`src/rtl/pit_timer.sv`:
```
// pit_timer: memory-mapped programmable interval timer.
// Four word registers (CTRL, PRESET, COUNT, reserved) sit in a 16-byte window
// at BASE. COUNT is loaded from PRESET and counted down to zero, which raises a
// level interrupt, either once (one-shot) or every period (auto-reload).

module pit_timer #(
  parameter logic [31:0] BASE = 32'h0000_7F00
) (
  input  logic        clk,
  input  logic        reset,
  input  logic [29:0] addr,
  input  logic        we,
  input  logic [31:0] din,
  output logic [31:0] dout,
  output logic        irq
);

  typedef enum logic [1:0] {
    IDLE,
    LOAD,
    CNT,
    INT
  } state_t;

  localparam logic [27:0] BASE_TAG = BASE[31:4];

  state_t      state;
  state_t      state_next;
  logic [3:0]  ctrl;
  logic [31:0] preset;
  logic [31:0] count;
  logic [31:0] count_next;
  logic        irq_flag;

  logic        hit;
  logic        ctrl_wr;
  logic        preset_wr;
  logic        ctrl_en;
  logic        auto_reload;
  logic        en_clear;
  logic        flag_set;
  logic        flag_clear;

  assign hit         = (addr[29:2] == BASE_TAG);
  assign ctrl_wr     = we && hit && (addr[1:0] == 2'd0);
  assign preset_wr   = we && hit && (addr[1:0] == 2'd1);
  assign ctrl_en     = ctrl[0];
  assign auto_reload = (ctrl[2:1] == 2'b01);
  assign irq         = irq_flag && ctrl[3];

  // Next-state and count logic; the FSM only requests EN/flag changes, the
  // register block below arbitrates them against CPU writes.
  always_comb begin
    state_next = state;
    count_next = count;
    en_clear   = 1'b0;
    flag_set   = 1'b0;
    flag_clear = 1'b0;
    case (state)
      IDLE: begin
        if (ctrl_en) state_next = LOAD;
      end
      LOAD: begin
        count_next = preset;
        state_next = CNT;
      end
      CNT: begin
        if (!ctrl_en) begin
          state_next = IDLE;
        end else if (count == 32'd0) begin
          state_next = INT;
          flag_set   = 1'b1;
        end else begin
          count_next = count - 32'd1;
        end
      end
      INT: begin
        if (auto_reload) begin
          flag_clear = 1'b1;
          state_next = LOAD;
        end else begin
          en_clear   = 1'b1;
          state_next = IDLE;
        end
      end
      default: state_next = IDLE;
    endcase
  end

  // State and register update; a CPU CTRL write beats both the FSM's EN clear
  // and any flag set landing in the same cycle.
  always_ff @(posedge clk) begin
    if (reset) begin
      state    <= IDLE;
      ctrl     <= 4'd0;
      preset   <= 32'd0;
      count    <= 32'd0;
      irq_flag <= 1'b0;
    end else begin
      state <= state_next;
      count <= count_next;
      if (ctrl_wr) begin
        ctrl <= din[3:0];
      end else if (en_clear) begin
        ctrl[0] <= 1'b0;
      end
      if (preset_wr) begin
        preset <= din;
      end
      if (ctrl_wr) begin
        irq_flag <= 1'b0;
      end else if (flag_set) begin
        irq_flag <= 1'b1;
      end else if (flag_clear) begin
        irq_flag <= 1'b0;
      end
    end
  end

  // Read mux; anything outside the window or at the reserved offset reads 0.
  always_comb begin
    dout = 32'd0;
    if (hit) begin
      case (addr[1:0])
        2'd0:    dout = {28'd0, ctrl};
        2'd1:    dout = preset;
        2'd2:    dout = count;
        default: dout = 32'd0;
      endcase
    end
  end

endmodule

```
`config.mk`:
```
export PLATFORM = sky130hd
export DESIGN_NAME = pit_timer
export DESIGN_NICKNAME = d
export VERILOG_FILES = /design/src/rtl/pit_timer.sv
export SDC_FILE = /design/constraint.sdc
export NUM_CORES = 1
export LEC_CHECK = 0
export CORE_MARGIN = 2
export CORE_UTILIZATION = 54
export CTS_CLUSTER_SIZE = 25
export DETAILED_ROUTE_END_ITERATION = 6
export GPL_TIMING_DRIVEN = 0
export PLACE_DENSITY = 0.86
export SYNTH_ARGS = -nofsm -noshare
export SYNTH_HDL_FRONTEND = slang
export SYNTH_SLANG_ARGS = --single-unit
```
`constraint.sdc`:
```
create_clock -name clk -period 4.41 [get_ports clk]
set_input_delay 0.6615 -clock clk [delete_from_list [all_inputs] [get_ports clk]]
set_output_delay 0.6615 -clock clk [all_outputs]
set_load 0.02 [all_outputs]
```
After elaboration in Yosys (flattened, before gate mapping)
Cells that the tools add are included.
{ "op_classes": {"add_sub_neg": 1, "eq_ne": 11, "mux": 21, "reduce_logical": 13} }
{ "op_table": {"columns": ["cell", "n"], "rows": [
  ["$mux 32", 3],
  ["$pmux 32 s3", 1],
  ["$pmux 32 s2", 1],
  ["$logic_not 32->1", 1],
  ["$sub 32x1->32 const B", 1],
  ["$eq 28x11->1 const B", 1],
  ["$mux 1", 12],
  ["$pmux 2 s4", 1],
  ["$eq 2x1->1 const B", 3],
  ["$eq 2x2->1 const B", 3],
  ["$mux 2", 3],
  ["$ne 2x2->1 const B", 3],
  ["$reduce_bool 2->1", 3],
  ["$logic_and 1x1->1", 4],
  ["$logic_not 2->1", 2],
  ["$ne 3x3->1 const B", 1],
  ["$reduce_and 3->1", 1],
  ["$reduce_and 2->1", 1],
  ["$reduce_or 2->1", 1]
]} }
{ "totals": {"regBits": 71, "input_bits": 65, "elab_cells": 52} }

Logic depth before layout (Yosys ltp)
Gate-level depths: netlist of run 1.
{ "logic_depth": {"depth_word": 5, "depth_mapped": 9, "mapped_depth_nobuf": 8} }

Worst setup path before layout of run 1
Ideal clock, no wire load.
{ "synth_path": {"path_kind": "input to output", "from": "input port addr[3]", "to": "output port dout[10]", "t_arrival_ns": 2.356, "required_time_ns": 3.749, "setup_slack_ns": 1.392, "stages": 5, "n_path_buf": 2, "path_cell_list": "or4b_1 > or4_1 > clkbuf_1 > clkbuf_1 > nor2_1"} }
{ "synth_between": {"elab_chain_len": 2} }
{ "synth_lines": {"columns": ["element", "line_no", "source"], "rows": [
  ["start, declared", "11", "input logic [29:0] addr,"],
  ["$eq 28x11->1", "44", "assign hit = (addr[29:2] == BASE_TAG);"],
  ["$mux 32", "123", "if (hit) begin"],
  ["end, declared", "14", "output logic [31:0] dout,"]
]} }
Every way passes these cells.

Final worst setup path of run 1
{ "layout_path": {"from": "input port addr[3]", "to": "output port dout[13]"} }
The elaborated chain is that of the path after synthesis.

==> flow_summary.yaml, run 1 <==
global_routing:
  first_global_vias: 4124
  grt.overflow.total: 0
  grt_max_degree: 12
  grt_pass1_wl_um: 19900
  grt_antenna_before_repair: 0
  grtUsageTotal_pct: 32.5
timing:
  setup_viol: 0
  fin_crit_sh_pct: 94.5
  max_slew_margin_pct: 33.2
  tns_ps: 0
  fin_skew_ps: 7.36
  tightest_slew_ps: 998
  hold_viol_final: 0
  fmax_mhz: 240
  report.final.slew_viol_count: 0
  rsz0062_at_grt: "no"
  fin_crit_ps: 4170
logic_synthesis:
  yosys.area.top_type: "dfxtp_1"
  synth.top_cells.by_area: "dfxtp_1 36%, nand2_1 12%, a21oi_1 10%"
  ys.flop_type: "dfxtp_1"
  synth_area_mm2: 0.00395
  synth-seq-cells: 71
  yosysUniqueCellTypes: 43
  seq_area_frac_synth_pct: 36.0
  synthesis.nets: 633
  synth_top_area_share_pct: 36.0
  synth_edf_count: 0
  avgSynthCellArea_um2: 6.97
  yosysWarnings: 0
  yosys-top-cells-count: "123 x nand2_1, 80 x a21oi_1, 71 x dfxtp_1, 69 x nor2_1, 45 x clkbuf_1"
  synth_most_common_cell: "nand2_1"
  async_flop_share_pct: 0
  syn_inst: 567
detailed_routing:
  ant_nets: 0
  viasPerCell: 6.01
  drt_iter0_markers: 492
  drt_wl_total_um: 13300
  wl_per_cell_um: 17.1
  vias: 4664
  drtPass1Iterations: 6
  drc: 0
critical_path:
  critPathLaunchType: "input pin"
  ff2ff_setup_slack_ps: 890
  crit_path_max_incr_delay_ps: 620
  r2r-start: "count[0]$_SDFFE_PP0P_"
  required_ps: 3750
  worstPathMaxFanout: 10
  end_kind: "primary output"
  worstReg2RegEnd: "count[16]$_SDFFE_PP0P_"
  slowest_stage: "clkdlybuf4s50_1"
  critical_path_class: "in -> out"
  worstPathArrival_ps: 3500
  reg2reg_depth: 9
  cp_cell_sequence: "clkdlybuf4s50_1 -> or4b_1 -> or4_1 -> clkbuf_1 -> clkbuf_1 -> nor2_1 -> clkdlybuf4s50_1"
clock_tree:
  clock-root-buffer: "clkbuf_8"
  postCtsHoldBufs: 0
  numCtsBuffers: 9
  cts_max_level: 3
  clkLatencyLatePin_ps: 350
  clock_path_buffers: 2
  postCtsSetupBuffers: 0
  clkTransAtPathRegs_ps: 70
  cts_tree: "yes"
  cts.sinks: 71
  ctsResizeCount: 0
placed_design:
  gp_congestion: 0.918
  io_buffers: 95
  hpwl_um: 9370
floorplan:
  coreArea_mm2: 0.00718
  dieHeight_um: 89.6
  die_area_mm2: 0.00802
  die_w_um: 89.6
  rows: 31
  ios: 98
  start_util_pct: 55.1
worst_hold_path:
  worstHoldStart: "preset[12]$_SDFFE_PP0P_"
  hold_path_class: "reg -> reg"
  hold_path_depth: 2
  min_to: "preset[12]$_SDFFE_PP0P_"
power_and_ir_drop:
  ir_drop_uv: 153
  power.density_mw_per_mm2: 242
  p_leak_nw: 1.62
  p_total_mw: 1.26
final_layout:
  finalNetCount: 739
  drive_above_1_share_pct: 4.14
  diodes: 0
  syn_to_final_growth_pct: 32.2
run:
  drv_cap: 0
outcome:
  status: "completed"
[report_power, final]
part,internal (mW),switching (mW)
logic,0.0538,0.0361
registers,0.641,0.000000000202
clock network,0.288,0.245
total,0.983,0.281
[cells in the final DEF (no fill, tap or decap), types with 10 or more instances in the layout]
cell	instances
a21oi_1	80
nand2_1	123
clkbuf_8	11
nor2_1	69
o31ai_1	10
a22oi_1	30
dfxtp_1	71
clkdlybuf4s50_1	95
nor3_1	10
nand3_1	10
o21ai_0	29
clkbuf_1	46
[worst max-delay path by stage]
| stage | from | to | cells after the start |
|---|---|---|---|
| 3_5_place_dp | addr[3] | dout[13] | 7 |
| 6_report | addr[3] | dout[13] | 7 |
| 2_1_floorplan | addr[3] | dout[10] | 5 |
| 5_1_grt | addr[3] | dout[13] | 7 |
| 4_1_cts | addr[3] | dout[13] | 7 |
| 3_3_place_gp | addr[3] | dout[19] | 7 |
[layer usage]
| metal | up-vias | share of wire [%] | wire (um) | GRT usage, % |
|---|---|---|---|---|
| met1 | 2089 | 41 | 5420 | 42.5 |
| met4 | 0 | 2.6 | 348 | 16.3 |
| met3 | 39 | 12 | 1540 | 6.37 |
| met2 | 329 | 45 | 5960 | 50.9 |
| li1 | 2207 | - | - | - |
| met5 | - | 0 | 0 | 0 |
[state kept, by name, summed over array words and instances (netlist names)]
register,cells
irq_flag,1
count,32
preset,32
ctrl,4
state,2
[cell type report]
class / instances / area [um2]
plain buffers: 48 / 184
clock buffers: 12 / 155
clock inverters: 3 / 42.5
fillers: 597 / 1950
inverters: 4 / 15.0
multi-input cells: 444 / 2330
flip-flops and latches: 71 / 1420
well taps: 99 / 124
repair buffers: 95 / 951
[stage by stage]
step / util, % / instance area (um2) / setup WS [ps] / cells / hold slack [ps]
finish: 72.8 / 5230 / 244 / 776 / 476
global route: 72.8 / 5230 / 155 / 776 / 504
CTS: 72.8 / 5230 / 250 / 776 / 475
detailed placement: 70.1 / 5030 / 270 / 761 / 465
global placement: 70.1 / 5030 / 295 / 761 / 461
floorplan: - / 3950 / 1390 / 567 / 445
[worst max-delay path, delay by kind of cell]
| kind | cells | cell delay, ps |
|---|---|---|
| AND/OR/NAND/NOR | 3 | 1230 |
| buffers and inverters | 4 | 1610 |
[cell families (layout without fill, tap and decap cells)]
| group | after synthesis | count (layout) | share of synthesized area [%] |
|---|---|---|---|
| and+or+nand+nor | 263 | 263 | 30.3 |
| AOI/OAI and AO/OA | 173 | 173 | 26.6 |
| DFF | 71 | 71 | 36.0 |
| buffers and inverters | 52 | 162 | 5.03 |
| muxes | 7 | 7 | 1.77 |
| adders and majority gates | 1 | 1 | 0.317 |
Power figures use the tool's default switching activity.
==> inputs of run 2 (changes only) <==
Settings changed: CELL_PAD_IN_SITES_DETAIL_PLACEMENT set to 0, CELL_PAD_IN_SITES_GLOBAL_PLACEMENT set to 1, CORE_UTILIZATION 54 to 38, MAX_ROUTING_LAYER set to met4.
==> run 2 against run 1 <==
Critical endpoint unchanged. Clock skew grew 8.1 ps. Die area is 40% higher. Maximum frequency is 0.18% higher. Core utilization shrank 21 points. Count of clock-buffer cells in the layout grew 2. Sequential power about the same. Wire length grew 3.9%. Cell count up 4.9%. Critical path depth is the same.
==> flow_summary.yaml, run 2 (same netlist as run 1, synthesis figures left out) <==
timing:
  fin_crit_ps: 4160
  fin_skew_ps: 15.4
  tns_ps: 0
  tightest_slew_ps: 897
  hold_viol_final: 0
  rsz0062_at_grt: "no"
  fmax_mhz: 240
  max_slew_margin_pct: 40.0
  report.final.slew_viol_count: 0
  hold_ws_ps: 477
  fin_crit_sh_pct: 94.3
  setup_viol: 0
final_layout:
  drive_above_1_share_pct: 4.13
  top_regs: "count (32), preset (32), ctrl (4)"
  final_util_pct: 51.6
  finalNetCount: 739
  stdcell_area_mm2: 0.00528
  syn_to_final_growth_pct: 33.7
  most-common-layout-cells: "123 x nand2_1, 95 x clkdlybuf4s50_1, 80 x a21oi_1, 71 x dfxtp_1, 69 x nor2_1"
  layout_commonest_cell: "nand2_1"
  diodes: 0
clock_tree:
  numCtsBuffers: 9
  clock-root-buffer: "clkbuf_8"
  clkTransAtPathRegs_ps: 70
  postCtsSetupBuffers: 0
  clock_path_buffers: 2
  postCtsHoldBufs: 0
  clkLatencyLatePin_ps: 360
  cts_tree: "yes"
  ctsResizeCount: 0
  cts.sinks: 71
  cts_max_level: 3
global_routing:
  grt_max_degree: 12
  grtUsageTotal_pct: 25.6
  first_global_vias: 4406
  grt.overflow.total: 0
  grt_pass1_wl_um: 22000
  grt_antenna_before_repair: 0
detailed_routing:
  drtPass1Iterations: 6
  viasPerCell: 5.55
  drc: 0
  ant_nets: 0
  vias: 4515
  wl_per_cell_um: 16.9
  drt_wl_total_um: 13800
  drt_iter0_markers: 284
worst_hold_path:
  worstHoldStart: "preset[17]$_SDFFE_PP0P_"
  min_to: "preset[17]$_SDFFE_PP0P_"
  hold_path_class: "reg -> reg"
  hold_path_depth: 2
run:
  drv_cap: 0
critical_path:
  end_kind: "primary output"
  critical_path_class: "in -> out"
  worstPathMaxFanout: 10
  ff2ff_setup_slack_ps: 850
  reg2reg_depth: 9
  critPathLaunchType: "input pin"
  r2r-start: "count[0]$_SDFFE_PP0P_"
  worstReg2RegEnd: "count[15]$_SDFFE_PP0P_"
  required_ps: 3750
  worstPathArrival_ps: 3500
placed_design:
  hpwl_um: 9910
  gp_congestion: 0.915
  dpl-instance-area_mm2: 0.00507
  io_buffers: 95
floorplan:
  ios: 98
  die_w_um: 106
  dieHeight_um: 106
  start_util_pct: 38.6
  coreArea_mm2: 0.0102
  rows: 37
  die_area_mm2: 0.0112
power_and_ir_drop:
  p_total_mw: 1.29
  power.density_mw_per_mm2: 243
  p_leak_nw: 1.62
  ir_drop_uv: 154
outcome:
  status: "completed"
-- run 2: changes by cell type in the layout (fill, tap and decap cells not counted) --
cell,before,now
clkinv_2,1,0
clkbuf_1,46,47
clkbuf_8,11,12
-- run 2: power by group --
part | internal [mW] | total [mW] | switching, mW
combinational | 0.0538 | 0.0904 | 0.0366
sequential | 0.641 | 0.641 | 0.000000000196
clock | 0.309 | 0.556 | 0.247
-- run 2: final cells by class --
class,instances,area [um2]
plain buffers,48,184
clock buffers,14,173
clock inverters,2,37.5
fillers,1045,4950
inverters,4,15.0
multi-input cells,444,2330
flip-flops and latches,71,1420
well taps,136,170
repair buffers,95,951
-- run 2: per-layer routing --
metal  global-route usage (%)  share of wire, %
met2                     39.5                45
met1                     32.1                43
met3                     4.60               9.0
met5                        -                 0
met4                     13.1               3.1
-- run 2: stage by stage --
stage | instances | worst slack, ps
floorplan | 567 | 1390
finish | 814 | 251
global placement | 798 | 257
detailed placement | 798 | 247
CTS | 814 | 239
global route | 814 | 79.2
-- run 2: how the worst max path moves through the flow --
stage,from,end,slack [ps],cells after the start
finish,addr[2],dout[13],250,7
global route,addr[3],dout[13],80,7
CTS,addr[2],dout[13],240,7
detailed placement,addr[3],dout[19],250,7
global placement,addr[3],dout[19],260,7
floorplan,addr[3],dout[10],1390,5
-- run 2: worst max-delay path, cell delays in order --
cell and delay (ps):
clkdlybuf4s50_1 400, or4b_1 500, or4_1 520, clkbuf_1 260, clkbuf_1 340, nor2_1 200
clkdlybuf4s50_1 620
==> inputs of run 3 (changes only) <==
Settings changed: SETUP_SLACK_MARGIN set to 0.4.
==> run 3 against run 2 <==
First-iteration DRC count grew 17%. Maximum frequency grew 12%. Setup slack gained 440 ps. Non-clock buffer count is the same. Via count is the same. Wire length grew 0.54%. Die area is the same. Flip-flop and latch count is the same. Combinational power is essentially flat. Clock power is essentially flat. Critical endpoint is now dout[0].
==> flow_summary.yaml, run 3 (same netlist as run 1, synthesis figures left out) <==
timing:
  rsz0062_at_grt: "no"
  hold_viol_final: 0
  tns_ps: 0
  hold_ws_ps: 475
  fin_skew_ps: 13.0
  setup_viol: 0
  report.final.slew_viol_count: 0
  tightest_slew_ps: 954
  timing.final.ws_setup_ps: 693
  fmax_mhz: 269
  max_slew_margin_pct: 36.1
  fin_crit_ps: 3720
  fin_crit_sh_pct: 84.3
detailed_routing:
  drtPass1Iterations: 4
  drt_iter0_markers: 331
  drt_wl_total_um: 13900
  vias: 4515
  ant_nets: 0
  wl_per_cell_um: 17.0
  viasPerCell: 5.55
  drc: 0
clock_tree:
  clkTransAtPathRegs_ps: 70
  clock_path_buffers: 2
  cts_tree: "yes"
  cts.sinks: 71
  cts_max_level: 3
  clock-root-buffer: "clkbuf_8"
  postCtsHoldBufs: 0
  numCtsBuffers: 9
  ctsResizeCount: 5
  clkLatencyLatePin_ps: 360
  postCtsSetupBuffers: 0
global_routing:
  grt.overflow.total: 0
  first_global_vias: 4406
  grt_max_degree: 12
  grt_antenna_before_repair: 0
  grt_pass1_wl_um: 22000
  grtUsageTotal_pct: 25.6
critical_path:
  worstPathArrival_ps: 3060
  reg2reg_depth: 9
  ff2ff_setup_slack_ps: 830
  critPathLaunchType: "input pin"
  end_kind: "primary output"
  r2r-start: "count[0]$_SDFFE_PP0P_"
  worstPathMaxFanout: 8
  worstReg2RegEnd: "count[7]$_SDFFE_PP0P_"
  critical_path_class: "in -> out"
  required_ps: 3750
power_and_ir_drop:
  ir_drop_uv: 154
  p_leak_nw: 2.20
  p_total_mw: 1.29
  power.density_mw_per_mm2: 240
final_layout:
  drive_above_1_share_pct: 4.72
  fillCellCount: 1042
  layout_commonest_cell: "nand2_1"
  most-common-layout-cells: "123 x nand2_1, 80 x a21oi_1, 71 x dfxtp_1, 69 x nor2_1, 65 x clkdlybuf4s50_1"
  seq_area_mm2: 0.00142
  finalNetCount: 739
  multi_input_area_mm2: 0.00233
  syn_to_final_growth_pct: 35.8
  top_regs: "count (32), preset (32), ctrl (4)"
  diodes: 0
worst_hold_path:
  hold_path_depth: 2
  hold_path_class: "reg -> reg"
  min_to: "preset[17]$_SDFFE_PP0P_"
  worstHoldStart: "preset[17]$_SDFFE_PP0P_"
floorplan:
  die_area_mm2: 0.0112
  ios: 98
  dieHeight_um: 106
  start_util_pct: 38.6
  die_w_um: 106
  rows: 37
  coreArea_mm2: 0.0102
outcome:
  status: "completed"
placed_design:
  io_buffers: 95
  hpwl_um: 9910
  gp_congestion: 0.915
  place_ws_ps: 247
run:
  drv_cap: 0
-- run 3: per-layer routing --
metal	vias to the layer above	routed length, um	track usage, %
met1	2071	6000	32.1
li1	2211	-	-
met3	35	1210	4.60
met4	0	401	13.1
met2	198	6240	39.5
met5	-	0	-
-- run 3: worst max-delay path by stage --
stage,from,end,cells after the start
after floorplan,addr[3],dout[10],5
after global placement,addr[3],dout[19],7
after detailed placement,addr[3],dout[19],7
after CTS,addr[2],dout[27],7
after global routing,addr[0],dout[0],7
final,addr[2],dout[0],6
-- run 3: report_power, final --
group	leakage (nW)	switching [mW]	internal, mW	total, mW
Clock	0.103	0.249	0.308	0.557
Sequential	0.571	0.000000000196	0.641	0.641
Combinational	1.52	0.0367	0.0538	0.0905
Total	2.20	0.285	1.00	1.29
-- run 3: through the flow --
step / cell area [um2] / utilization [%] / instances
floorplan: 3950 / - / 567
global placement: 5070 / 49.6 / 798
detailed placement: 5070 / 49.6 / 798
CTS: 5290 / 51.7 / 814
global route: 5370 / 52.5 / 814
finish: 5370 / 52.5 / 814
-- run 3: critical path, stage by stage --
cell and delay (ps):
clkdlybuf4s50_1 400, or4b_1 500, or4_1 520, clkbuf_2 220, nor2_1 140, clkdlybuf4s50_1 610
-- run 3: final cells by class --
type	count	share of cell area (%)
multi-input combinational	444	43.5
sequential	71	26.5
timing repair buffer	95	19.1
buffer	48	3.57
clock buffer	14	3.22
tap	136	3.17
clock inverter	2	0.699
inverter	4	0.280
